## config.mk

```make
export PLATFORM = sky130hd
export DESIGN_NAME = adder_sequencer
export DESIGN_NICKNAME = d
export VERILOG_FILES = /design/src/rtl/adder_seq_pkg.sv /design/src/rtl/ripple_carry_adder.sv /design/src/rtl/adder_sequencer.sv
export SDC_FILE = /design/constraint.sdc
export NUM_CORES = 1
export LEC_CHECK = 0
export BUFFER_PORTS_ARGS = -buffer_cell sky130_fd_sc_hd__buf_2
export CAP_MARGIN = 0
export CORE_UTILIZATION = 36
export CTS_CLUSTER_SIZE = 28
export DETAILED_ROUTE_END_ITERATION = 8
export SYNTH_ARGS = -nofsm -noshare
export SYNTH_HDL_FRONTEND = slang
export SYNTH_SLANG_ARGS = --single-unit
```

## constraint.sdc

```tcl
create_clock -name clk -period 8.8 [get_ports clk]
set_clock_uncertainty 0.2 [all_clocks]
set_input_delay 1.76 -clock clk [delete_from_list [all_inputs] [get_ports clk]]
set_output_delay 1.76 -clock clk [all_outputs]
set_load 0.02 [all_outputs]
```

## src/rtl/adder_seq_pkg.sv

```systemverilog
// Shared constants and FSM encoding for the chunked adder sequencer.
// Optional subtract mode in adder_sequencer is enabled with ADDER_SEQ_SUB_EN.
package adder_seq_pkg;

   localparam int N_DEF     = 4;
   localparam int WORDS_DEF = 4;

   typedef enum logic [1:0] {
      IDLE = 2'd0,
      RUN  = 2'd1,
      DONE = 2'd2
   } state_e;

   // Counter width: enough to hold WORDS itself so the last increment never wraps.
   function automatic int cnt_width(input int words);
      return $clog2(words) + 1;
   endfunction

endpackage

```

## src/rtl/ripple_carry_adder.sv

```systemverilog
// Plain N-bit ripple-carry adder; the only arithmetic resource of the sequencer.
module ripple_carry_adder #(
   parameter int W = 4
) (
   input  logic [W-1:0] a_i,
   input  logic [W-1:0] b_i,
   input  logic         c_i,
   output logic [W-1:0] s_o,
   output logic         c_o
);

   always_comb begin : ripple
      logic carry;
      carry = c_i;
      s_o   = '0;
      for (int i = 0; i < W; i++) begin
         s_o[i] = a_i[i] ^ b_i[i] ^ carry;
         carry  = (a_i[i] & b_i[i]) | (carry & (a_i[i] ^ b_i[i]));
      end
      c_o = carry;
   end

endmodule

```

## src/rtl/adder_sequencer.sv

```systemverilog
// Multi-cycle adder: one N-bit chunk per cycle through a shared ripple adder.
// Define ADDER_SEQ_SUB_EN to add the sub port (A - B via inverted B and carry-in 1).
module adder_sequencer
   import adder_seq_pkg::*;
#(
   parameter int N     = N_DEF,
   parameter int WORDS = WORDS_DEF
) (
   input  logic                 clk,
   input  logic                 rst,
   input  logic                 in_valid,
   output logic                 in_ready,
   input  logic [N*WORDS-1:0]   in1,
   input  logic [N*WORDS-1:0]   in2,
   input  logic                 cin,
`ifdef ADDER_SEQ_SUB_EN
   input  logic                 sub,
`endif
   output logic                 out_valid,
   input  logic                 out_ready,
   output logic [N*WORDS-1:0]   sum,
   output logic                 cout,
   output logic                 busy
);

   // Handshakes: a transfer happens on a rising edge where valid and ready are
   // both high; in_ready depends only on state, never on out_ready.

   localparam int W  = N * WORDS;
   localparam int CW = cnt_width(WORDS);

   state_e          state_q, state_d;
   logic [W-1:0]    a_q, a_d;
   logic [W-1:0]    b_q, b_d;
   logic [W-1:0]    sum_q, sum_d;
   logic            carry_q, carry_d;
   logic            cout_q, cout_d;
   logic [CW-1:0]   k_q, k_d;

   logic [N-1:0]    a_chunk;
   logic [N-1:0]    b_chunk;
   logic [N-1:0]    add_s;
   logic            add_co;

   // Explicit chunk mux keeps every select in range even when k_q == WORDS.
   always_comb begin
      a_chunk = '0;
      b_chunk = '0;
      for (int i = 0; i < WORDS; i++) begin
         if (k_q == CW'(i)) begin
            a_chunk = a_q[i*N +: N];
            b_chunk = b_q[i*N +: N];
         end
      end
   end

   ripple_carry_adder #(
      .W (N)
   ) u_rca (
      .a_i (a_chunk),
      .b_i (b_chunk),
      .c_i (carry_q),
      .s_o (add_s),
      .c_o (add_co)
   );

   always_ff @(posedge clk or posedge rst) begin
      if (rst) begin
         state_q <= IDLE;
         a_q     <= '0;
         b_q     <= '0;
         sum_q   <= '0;
         carry_q <= 1'b0;
         cout_q  <= 1'b0;
         k_q     <= '0;
      end else begin
         state_q <= state_d;
         a_q     <= a_d;
         b_q     <= b_d;
         sum_q   <= sum_d;
         carry_q <= carry_d;
         cout_q  <= cout_d;
         k_q     <= k_d;
      end
   end

   always_comb begin
      state_d = state_q;
      a_d     = a_q;
      b_d     = b_q;
      sum_d   = sum_q;
      carry_d = carry_q;
      cout_d  = cout_q;
      k_d     = k_q;
      case (state_q)
         IDLE: begin
            if (in_valid) begin
               a_d     = in1;
`ifdef ADDER_SEQ_SUB_EN
               b_d     = sub ? ~in2 : in2;
               carry_d = sub ? 1'b1 : cin;
`else
               b_d     = in2;
               carry_d = cin;
`endif
               sum_d   = '0;
               cout_d  = 1'b0;
               k_d     = '0;
               state_d = RUN;
            end
         end
         RUN: begin
            for (int i = 0; i < WORDS; i++) begin
               if (k_q == CW'(i)) begin
                  sum_d[i*N +: N] = add_s;
               end
            end
            carry_d = add_co;
            k_d     = k_q + CW'(1);
            if (k_q == CW'(WORDS - 1)) begin
               cout_d  = add_co;
               state_d = DONE;
            end
         end
         DONE: begin
            if (out_ready) begin
               state_d = IDLE;
            end
         end
         default: state_d = IDLE;
      endcase
   end

   assign in_ready  = (state_q == IDLE);
   assign out_valid = (state_q == DONE);
   assign busy      = (state_q != IDLE);
   assign sum       = sum_q;
   assign cout      = cout_q;

endmodule

```

# Yosys cells after proc, flatten, opt, wreduce, memory -nomap -nowiden
# Index checks and enable logic that the tools add are counted.
[word_totals]
reg_bits = 55
wordCells = 78
[op_classes]
addsub = 1
eq_ne = 11
muxes = 25
bitwise_logic = 20
reduce_logical = 11
[ops]
columns = ["cell", "n"]
rows = [
  ["4-bit two-way mux", 12],
  ["16-bit case mux with 2 select lines", 1],
  ["16-bit two-way mux", 1],
  ["3-bit AND reduction", 5],
  ["2-bit != test, second input constant", 5],
  ["1-bit bitwise AND", 8],
  ["1-bit XOR", 8],
  ["3-bit by 2-bit == test with 1-bit output, second input constant", 2],
  ["2-bit two-way mux", 3],
  ["2-bit case mux with 3 select lines", 1],
  ["3-bit case mux with 2 select lines", 1],
  ["1-bit OR", 4],
  ["1-bit case mux with 2 select lines", 2],
  ["2-bit AND reduction", 2],
  ["2-bit nonzero test", 2],
  ["3-bit by 1-bit adder with 3-bit output, second input constant", 1],
  ["3-bit by 1-bit == test with 1-bit output, second input constant", 1],
  ["3-bit logical NOT", 1],
  ["1-bit two-way mux", 3],
  ["3-bit two-way mux", 1],
  ["2-bit by 1-bit == test with 1-bit output, second input constant", 1],
  ["2-bit == test, second input constant", 1],
  ["2-bit logical NOT", 1],
  ["2-bit by 1-bit != test with 1-bit output, second input constant", 1],
]

# Longest topological paths before layout
# Gate-level depths: netlist of the first run.
[logic_depth]
word_depth = 16
depth_mapped = 15

# Cells and area by module
# A second synthesis of the first run with hierarchy kept.
[hier_totals]
cells_unflattened = 202
area_unflattened_um2 = 2537.4
[by_module_without_submodules]
columns = ["mod", "instances", "cells_per_inst", "area_each_um2"]
rows = [
  ["adder_sequencer", 1, 188, 2419.8],
  ["ripple_carry_adder", 1, 14, 117.6],
]

# Worst setup path before layout of the first run
# Ideal clock, no wire load.
[synth_path]
kind = "reg-to-reg"
startpoint = "reg k_q[0]"
endpoint = "reg cout_q, in the netlist cout"
setup_ns = 0.121
arrival_ns = 3.248
t_required_ns = 8.479
path_slack_ns = 5.231
stages_incl_launch_ff = 16
path_buffers = 1
synth_period_minus_slack_ns = 3.569
path_cell_list = "dfrtp_1 > ha_1 > ha_1 > clkbuf_1 > nor2_1 > o21ai_0 > o21ai_0 > fa_1 > inv_1 > fa_1 > inv_1 > fa_1 > fa_1 > nor2b_1 > mux2_2 > a22o_1"
[synth_between]
elab_chain_cells = 16
word_cells_on_any_way = 32
[synth_rtl]
columns = ["item", "line", "text"]
rows = [
  ["from (decl)", "adder_sequencer.sv:38", "logic [CW-1:0] k_q, k_d;"],
  ["from (signal assigned)", "adder_sequencer.sv:83", "k_q <= k_d;"],
  ["3-bit logical NOT", "adder_sequencer.sv:50", "if (k_q == CW'(i)) begin"],
  ["4-bit two-way mux (4 in series)", "adder_sequencer.sv:50", ""],
  ["1-bit XOR", "ripple_carry_adder.sv:18", "carry = (a_i[i] & b_i[i]) | (carry & (a_i[i] ^ b_i[i]));"],
  ["1-bit bitwise AND", "ripple_carry_adder.sv:18", ""],
  ["1-bit OR", "ripple_carry_adder.sv:18", ""],
  ["1-bit bitwise AND", "ripple_carry_adder.sv:18", ""],
  ["1-bit OR", "ripple_carry_adder.sv:18", ""],
  ["1-bit bitwise AND", "ripple_carry_adder.sv:18", ""],
  ["1-bit OR", "ripple_carry_adder.sv:18", ""],
  ["1-bit bitwise AND", "ripple_carry_adder.sv:18", ""],
  ["1-bit OR", "ripple_carry_adder.sv:18", ""],
  ["1-bit two-way mux", "adder_sequencer.sv:120", "if (k_q == CW'(WORDS - 1)) begin"],
  ["1-bit case mux with 2 select lines", "adder_sequencer.sv:95", "case (state_q)"],
  ["to (signal assigned)", "adder_sequencer.sv:82", "cout_q <= cout_d;"],
  ["to (decl)", "adder_sequencer.sv:37", "logic cout_q, cout_d;"],
]
# Several ways; a longest one is shown, not always the timed one. The select of a mux whose other input is x is not followed.
# A chain may end at the register's enable or synchronous reset.

# Final worst setup path of the first run
[layout_path]
startpoint = "reg k_q[0]"
endpoint = "reg sum_q[15], in the netlist sum[15]"
[layout_between]
elab_chain_cells = 15
word_cells_on_any_way = 30
[layout_rtl]
columns = ["item", "line", "text"]
rows = [
  ["3-bit logical NOT", "adder_sequencer.sv:50", ""],
  ["4-bit two-way mux (4 in series)", "adder_sequencer.sv:50", ""],
  ["1-bit XOR", "ripple_carry_adder.sv:18", ""],
  ["1-bit bitwise AND", "ripple_carry_adder.sv:18", ""],
  ["1-bit OR", "ripple_carry_adder.sv:18", ""],
  ["1-bit bitwise AND", "ripple_carry_adder.sv:18", ""],
  ["1-bit OR", "ripple_carry_adder.sv:18", ""],
  ["1-bit bitwise AND", "ripple_carry_adder.sv:18", ""],
  ["1-bit OR", "ripple_carry_adder.sv:18", ""],
  ["1-bit XOR", "ripple_carry_adder.sv:17", "s_o[i] = a_i[i] ^ b_i[i] ^ carry;"],
  ["4-bit two-way mux", "adder_sequencer.sv:114", "if (k_q == CW'(i)) begin"],
  ["16-bit case mux with 2 select lines", "adder_sequencer.sv:95", ""],
  ["to (signal assigned)", "adder_sequencer.sv:80", "sum_q <= sum_d;"],
  ["to (decl)", "adder_sequencer.sv:35", "logic [W-1:0] sum_q, sum_d;"],
]
# Several ways; a longest one is shown, not always the timed one. The select of a mux whose other input is x is not followed.

==> results.sh, run 1 <==
export IMPL_status="finished clean"
export IMPL_drt_pass1_iterations=4
export IMPL_holdPathStages=1
export IMPL_drc=0
export IMPL_slew_limit_headroom_pct=54.9
export IMPL_instances_no_fill=352
export IMPL_io_buffers=56
export IMPL_min_path_type="flip-flop to flip-flop"
export IMPL_powerDensity_nw_per_um2=393
export IMPL_netlist_area_um2=2580
export IMPL_drive_gt1_share_pct=39.8
export IMPL_cp_data_arrival_time_ns=3.86
export IMPL_grt_pass1_vias=1707
export IMPL_wirelength_um=5260
export IMPL_final_nets=301
export IMPL_drtAntennaViolNets=0
export IMPL_viasPerCell=5.03
export IMPL_antenna_found_initial=0
export IMPL_fin_crit_ns=3.86
export IMPL_dr_total_vias=1772
export IMPL_clock_sinks=55
export IMPL_grt_pass1_wl_um=8780
export IMPL_fmax_mhz=259
export IMPL_cts_setup_buffers=0
export IMPL_maxCapViolations=0
export IMPL_cts_tree="built"
export IMPL_syn_avg_cell_area_um2=12.9
export IMPL_ys_warn_count=0
export IMPL_drv_slew=0
export IMPL_rows=30
export IMPL_synth_edf_count=0
export IMPL_dp_cells=344
export IMPL_die_h_um=86.6
export IMPL_crit_path_end_kind="flip-flop"
export IMPL_cts_root_buf="clkbuf_8"
export IMPL_tightest_slew_ns=0.677
export IMPL_final_common_cell="buf_2"
export IMPL_rsz0062_at_grt="no"
export IMPL_cts_buffer_depth=2
export IMPL_io_pins=57
export IMPL_grt_max_degree=56
export IMPL_required_ns=8.80
export IMPL_ff2ff_path_depth=13
export IMPL_fp_dieW_um=86.6
export IMPL_path_clk_slew_ns=0.09
export IMPL_syn_num_nets=246
export IMPL_gp_congestion=0.774
export IMPL_final_cell_mix="buf_2 (56), dfrtp_1 (55), mux2_2 (31), a22o_1 (19), o21ai_0 (15)"
export IMPL_cts_buffers=5
export IMPL_insertedDiodeCount=0
export IMPL_grt_usage_pct=15.4
export IMPL_grt_overflow_total=0
export IMPL_cp_start_kind="flip-flop"
export IMPL_wl_per_cell_um=14.9
export IMPL_fillers=660
export IMPL_critical_path_class="flip-flop to flip-flop"
export IMPL_multi_input_area_um2=1080
export IMPL_post_route_period_util_pct=43.8
export IMPL_syn_to_final_growth_pct=17.0
export IMPL_drt_iter0_markers=41
export IMPL_path_max_fanout=14
export IMPL_yosysSeqAreaShare_pct=53.4
export IMPL_worst_hold_slack_ns=0.300
export IMPL_start_util_pct=37.5
export IMPL_seqCellArea_um2=1380
export IMPL_cts_resized=0
export IMPL_leakage_nw=1.41
export IMPL_synthCells=200
export IMPL_postCtsHoldBufs=0
export IMPL_dpl_hpwl_um=3830
export IMPL_setup_tns_ns=0
export IMPL_final_util_pct=43.9
export IMPL_netlist_cell_type_count=31
export IMPL_coreArea_um2=6870
export IMPL_h_tree_depth=2
export IMPL_die_area_um2=7500
export IMPL_ys_ff_latch=55
export IMPL_ir_worst_vdd_mv=0.149
export IMPL_finalSetupViolCount=0
export IMPL_hold_viol=0
export IMPL_insertion_delay_ns=0.30
export IMPL_ys_flop_type="dfrtp_1"
export IMPL_synth_async_reset_ratio_pct=100
==> registers in the layout, summed over array words and instances, names as in the netlist <==
register	flops
carry_q	1
a_q	16
sum	16
state_q	2
cout	1
b_q	16
k_q	3
==> path summary, 6_finish.rpt <==
path | startpoint | slack, ns | endpoint
min reg2reg | sum[5]$_DFFE_PP0P_ | 0.30 | sum[5]$_DFFE_PP0P_
min in group asynchronous | rst | 1.43 | b_q[3]$_DFFE_PP0P_
min | sum[5]$_DFFE_PP0P_ | 0.30 | sum[5]$_DFFE_PP0P_
max | k_q[0]$_DFFE_PP0P_ | 4.94 | sum[15]$_DFFE_PP0P_
max in group asynchronous | rst | 6.53 | a_q[3]$_DFFE_PP0P_
max reg2reg | k_q[0]$_DFFE_PP0P_ | 4.94 | sum[15]$_DFFE_PP0P_
==> cells in the mapped netlist, drive strengths merged, types with 3 or more instances <==
cell type   n  area [um2]
and4bb      3        37.5
clkbuf      4        15.0
a221oi      6        52.6
dfrtp      55        1380
nor2        6        22.5
a22o       19         166
ha          5        62.6
inv        12        45.0
nor2b       4        25.0
nand2b      3        18.8
nand2      10        37.5
o21ai      15        75.1
fa          4        80.1
buf         6        57.6
mux2       33         372
==> logic make-up after synthesis <==
| kind of cell | share of synthesized area [%] |
|---|---|
| mux | 14.8 |
| flops | 53.4 |
| fa+ha+maj | 5.53 |
| buf+inv | 4.56 |
| simple gates | 6.46 |
| compound gates | 15.2 |
==> metrics by stage <==
stage                     instance area [um2]  setup slack (ns)  total power, mW
after floorplan                          2580              5.23            0.892
after global placement                   2920              5.03             1.04
after detailed placement                 2920              4.90             1.06
after CTS                                3020              4.90             1.20
after global routing                     3020              4.54             1.28
final                                    3020              4.94             1.18
==> layer usage <==
metal  track usage [%]  up-vias  routed length [um]
met3              3.33        6                 281
met4              5.00        0                  55
met5                 0        -                   0
li1                  -      843                   -
met1              22.4      870                2590
met2              22.8       53                2330
==> where the power goes <==
part	internal [mW]	switching, mW
registers	0.368	0.0865
logic	0.276	0.310
clock network	0.0646	0.0795
total	0.708	0.476
==> worst max-delay path: stages, from the launching register on <==
cell and delay, ns:
dfrtp_1 0.43, ha_1 0.22, ha_1 0.35, nor2_1 0.42, o21ai_0 0.14, o21ai_0 0.25
fa_1 0.21, inv_1 0.05, fa_1 0.35, inv_1 0.08, fa_1 0.18, fa_1 0.48
a22o_1 0.22, a22o_1 0.17
==> area by class of cell <==
type                       instances  share of cell area, %
clock buffer                       7                   2.86
sequential                        55                   45.6
inverter                          12                   1.49
multi-input combinational        123                   35.9
clock inverter                     1                  0.290
timing repair buffer              58                   9.79
tap                               96                   3.98
No activity file was read; power rests on OpenSTA's default activity.
==> run 2: changes to the inputs <==
==> constraint.sdc (replaced) <==
create_clock -name clk -period 3.95 [get_ports clk]
set_clock_uncertainty 0.2 [all_clocks]
set_input_delay 0.79 -clock clk [delete_from_list [all_inputs] [get_ports clk]]
set_output_delay 0.79 -clock clk [all_outputs]
set_load 0.02 [all_outputs]
==> run 2 against run 1 <==
  * Sequential cell count did not move
  * Largest power group unchanged
  * Global-route usage is 0.23 points higher
  * Register-to-register slack worse by 4.7 ns
  * First-iteration DRC count grew to 2.5 times the previous value
  * Highest routed layer unchanged
==> results.sh, run 2 (synthesis gave the netlist of run 1 again) <==
export IMPL_status="finished clean"
export IMPL_finalSetupViolCount=0
export IMPL_die_h_um=86.6
export IMPL_viasPerCell=4.97
export IMPL_worstPathCellList="inv_1 -> ha_1 -> nor2b_1 -> a221oi_1 -> o21ai_0 -> fa_1 -> inv_1 -> fa_1 -> inv_1 -> fa_1 -> fa_1 -> nor2b_1 -> mux2_2 -> a22o_1"
export IMPL_hold_viol=0
export IMPL_path_max_fanout=5
export IMPL_cts_tree="built"
export IMPL_io_pins=57
export IMPL_dpl_hpwl_um=3870
export IMPL_cp_start_kind="flip-flop"
export IMPL_antenna_found_initial=0
export IMPL_wl_per_cell_um=15.2
export IMPL_grt_usage_pct=15.6
export IMPL_final_cell_mix="buf_2 (56), dfrtp_1 (55), mux2_2 (31), a22o_1 (19), o21ai_0 (15)"
export IMPL_cts_resized=0
export IMPL_cp_buffers_inverters=3
export IMPL_powerDensity_nw_per_um2=894
export IMPL_dp_cells=348
export IMPL_critPathTopFamily="adder cells"
export IMPL_ir_worst_vdd_mv=0.326
export IMPL_slew_limit_headroom_pct=24.0
export IMPL_fillers=662
export IMPL_tightest_slew_ns=1.14
export IMPL_instances_no_fill=355
export IMPL_start_util_pct=37.5
export IMPL_slowest_stage="dfrtp_1"
export IMPL_path_clk_slew_ns=0.10
export IMPL_coreArea_um2=6870
export IMPL_final_common_cell="buf_2"
export IMPL_rsz0062_at_grt="no"
export IMPL_leakage_nw=1.44
export IMPL_syn_to_final_growth_pct=18.7
export IMPL_cts_buffers=5
export IMPL_drv_slew=0
export IMPL_drt_iter0_markers=104
export IMPL_min_path_type="flip-flop to flip-flop"
export IMPL_final_nets=305
export IMPL_required_ns=3.96
export IMPL_drc=0
export IMPL_postCtsHoldBufs=0
export IMPL_drt_pass1_iterations=4
export IMPL_seqCellArea_um2=1380
export IMPL_grt_max_degree=56
export IMPL_crit_path_end_kind="flip-flop"
export IMPL_rows=30
export IMPL_maxCapViolations=0
export IMPL_grt_pass1_wl_um=8960
export IMPL_setup_tns_ns=0
export IMPL_die_area_um2=7500
export IMPL_cts_root_buf="clkbuf_8"
export IMPL_fmax_mhz=267
export IMPL_cts_buffer_depth=2
export IMPL_clock_sinks=55
export IMPL_cp_data_arrival_time_ns=3.75
export IMPL_drive_gt1_share_pct=41.3
export IMPL_multi_input_area_um2=1090
export IMPL_wirelength_um=5380
export IMPL_critPathMostFrequentCell="fa_1"
export IMPL_grt_overflow_total=0
export IMPL_cts_setup_buffers=0
export IMPL_drtAntennaViolNets=0
export IMPL_slowest_delay_ns=0.43
export IMPL_insertedDiodeCount=0
export IMPL_grt_pass1_vias=1829
export IMPL_fp_dieW_um=86.6
export IMPL_io_buffers=56
export IMPL_gp_congestion=0.805
export IMPL_h_tree_depth=2
export IMPL_fin_crit_ns=3.74
export IMPL_insertion_delay_ns=0.31
export IMPL_critical_path_class="flip-flop to flip-flop"
export IMPL_dr_total_vias=1763
export IMPL_post_route_period_util_pct=94.6
run 2: cell types whose count changed in the layout (fill, tap and decap cells not counted), sizes merged:
cell      delta
buf          +4
clkbuf       -2
bufinv       +1
clkinv       -1
clkinvlp     +1
run 2: layer usage:
layer / global-route usage, % / vias to the layer above / wire (um) / share of wire (%)
met4: 4.70 / 0 / 70 / 1.3
li1: - / 844 / - / -
met3: 3.33 / 7 / 232 / 4.3
met1: 22.0 / 867 / 2690 / 50
met2: 24.2 / 45 / 2390 / 44
met5: 0 / - / 0 / 0
run 2: final timing paths:
path / startpoint / to / slack [ns] / cells after the start
worst max-delay path: k_q[0]$_DFFE_PP0P_ / cout$_DFFE_PP0P_ / 0.21 / 14
worst min-delay path: sum[10]$_DFFE_PP0P_ / sum[10]$_DFFE_PP0P_ / 0.30 / 1
worst max register to register: k_q[0]$_DFFE_PP0P_ / cout$_DFFE_PP0P_ / 0.21 / 14
worst min register to register: sum[10]$_DFFE_PP0P_ / sum[10]$_DFFE_PP0P_ / 0.30 / 1
max in group asynchronous: rst / a_q[2]$_DFFE_PP0P_ / 2.29 / 2
min in group asynchronous: rst / b_q[11]$_DFFE_PP0P_ / 0.57 / 2
run 2: layout make-up:
cell class / count / area share, %
tap: 96 / 3.93
inverter: 12 / 1.47
clock inverter: 2 / 1.23
timing repair buffer: 62 / 10.6
sequential: 55 / 45.0
clock buffer: 5 / 2.25
multi-input combinational: 123 / 35.5
run 2: power by group:
group	switching (mW)	internal [mW]
registers	0.192	0.819
logic	0.706	0.648
clock network	0.185	0.186
total	1.08	1.65
run 2: per-stage QoR:
stage	util, %	hold WS [ns]	power, mW	cell area, um2	setup slack, ns
6_report	44.5	0.302	2.74	3060	0.212
5_1_grt	44.5	0.330	2.94	3060	0.0618
4_1_cts	44.5	0.310	2.77	3060	0.128
3_5_place_dp	43.0	0.283	2.39	2950	0.162
3_3_place_gp	43.0	0.282	2.37	2950	0.295
2_1_floorplan	-	0.258	1.99	2580	0.381
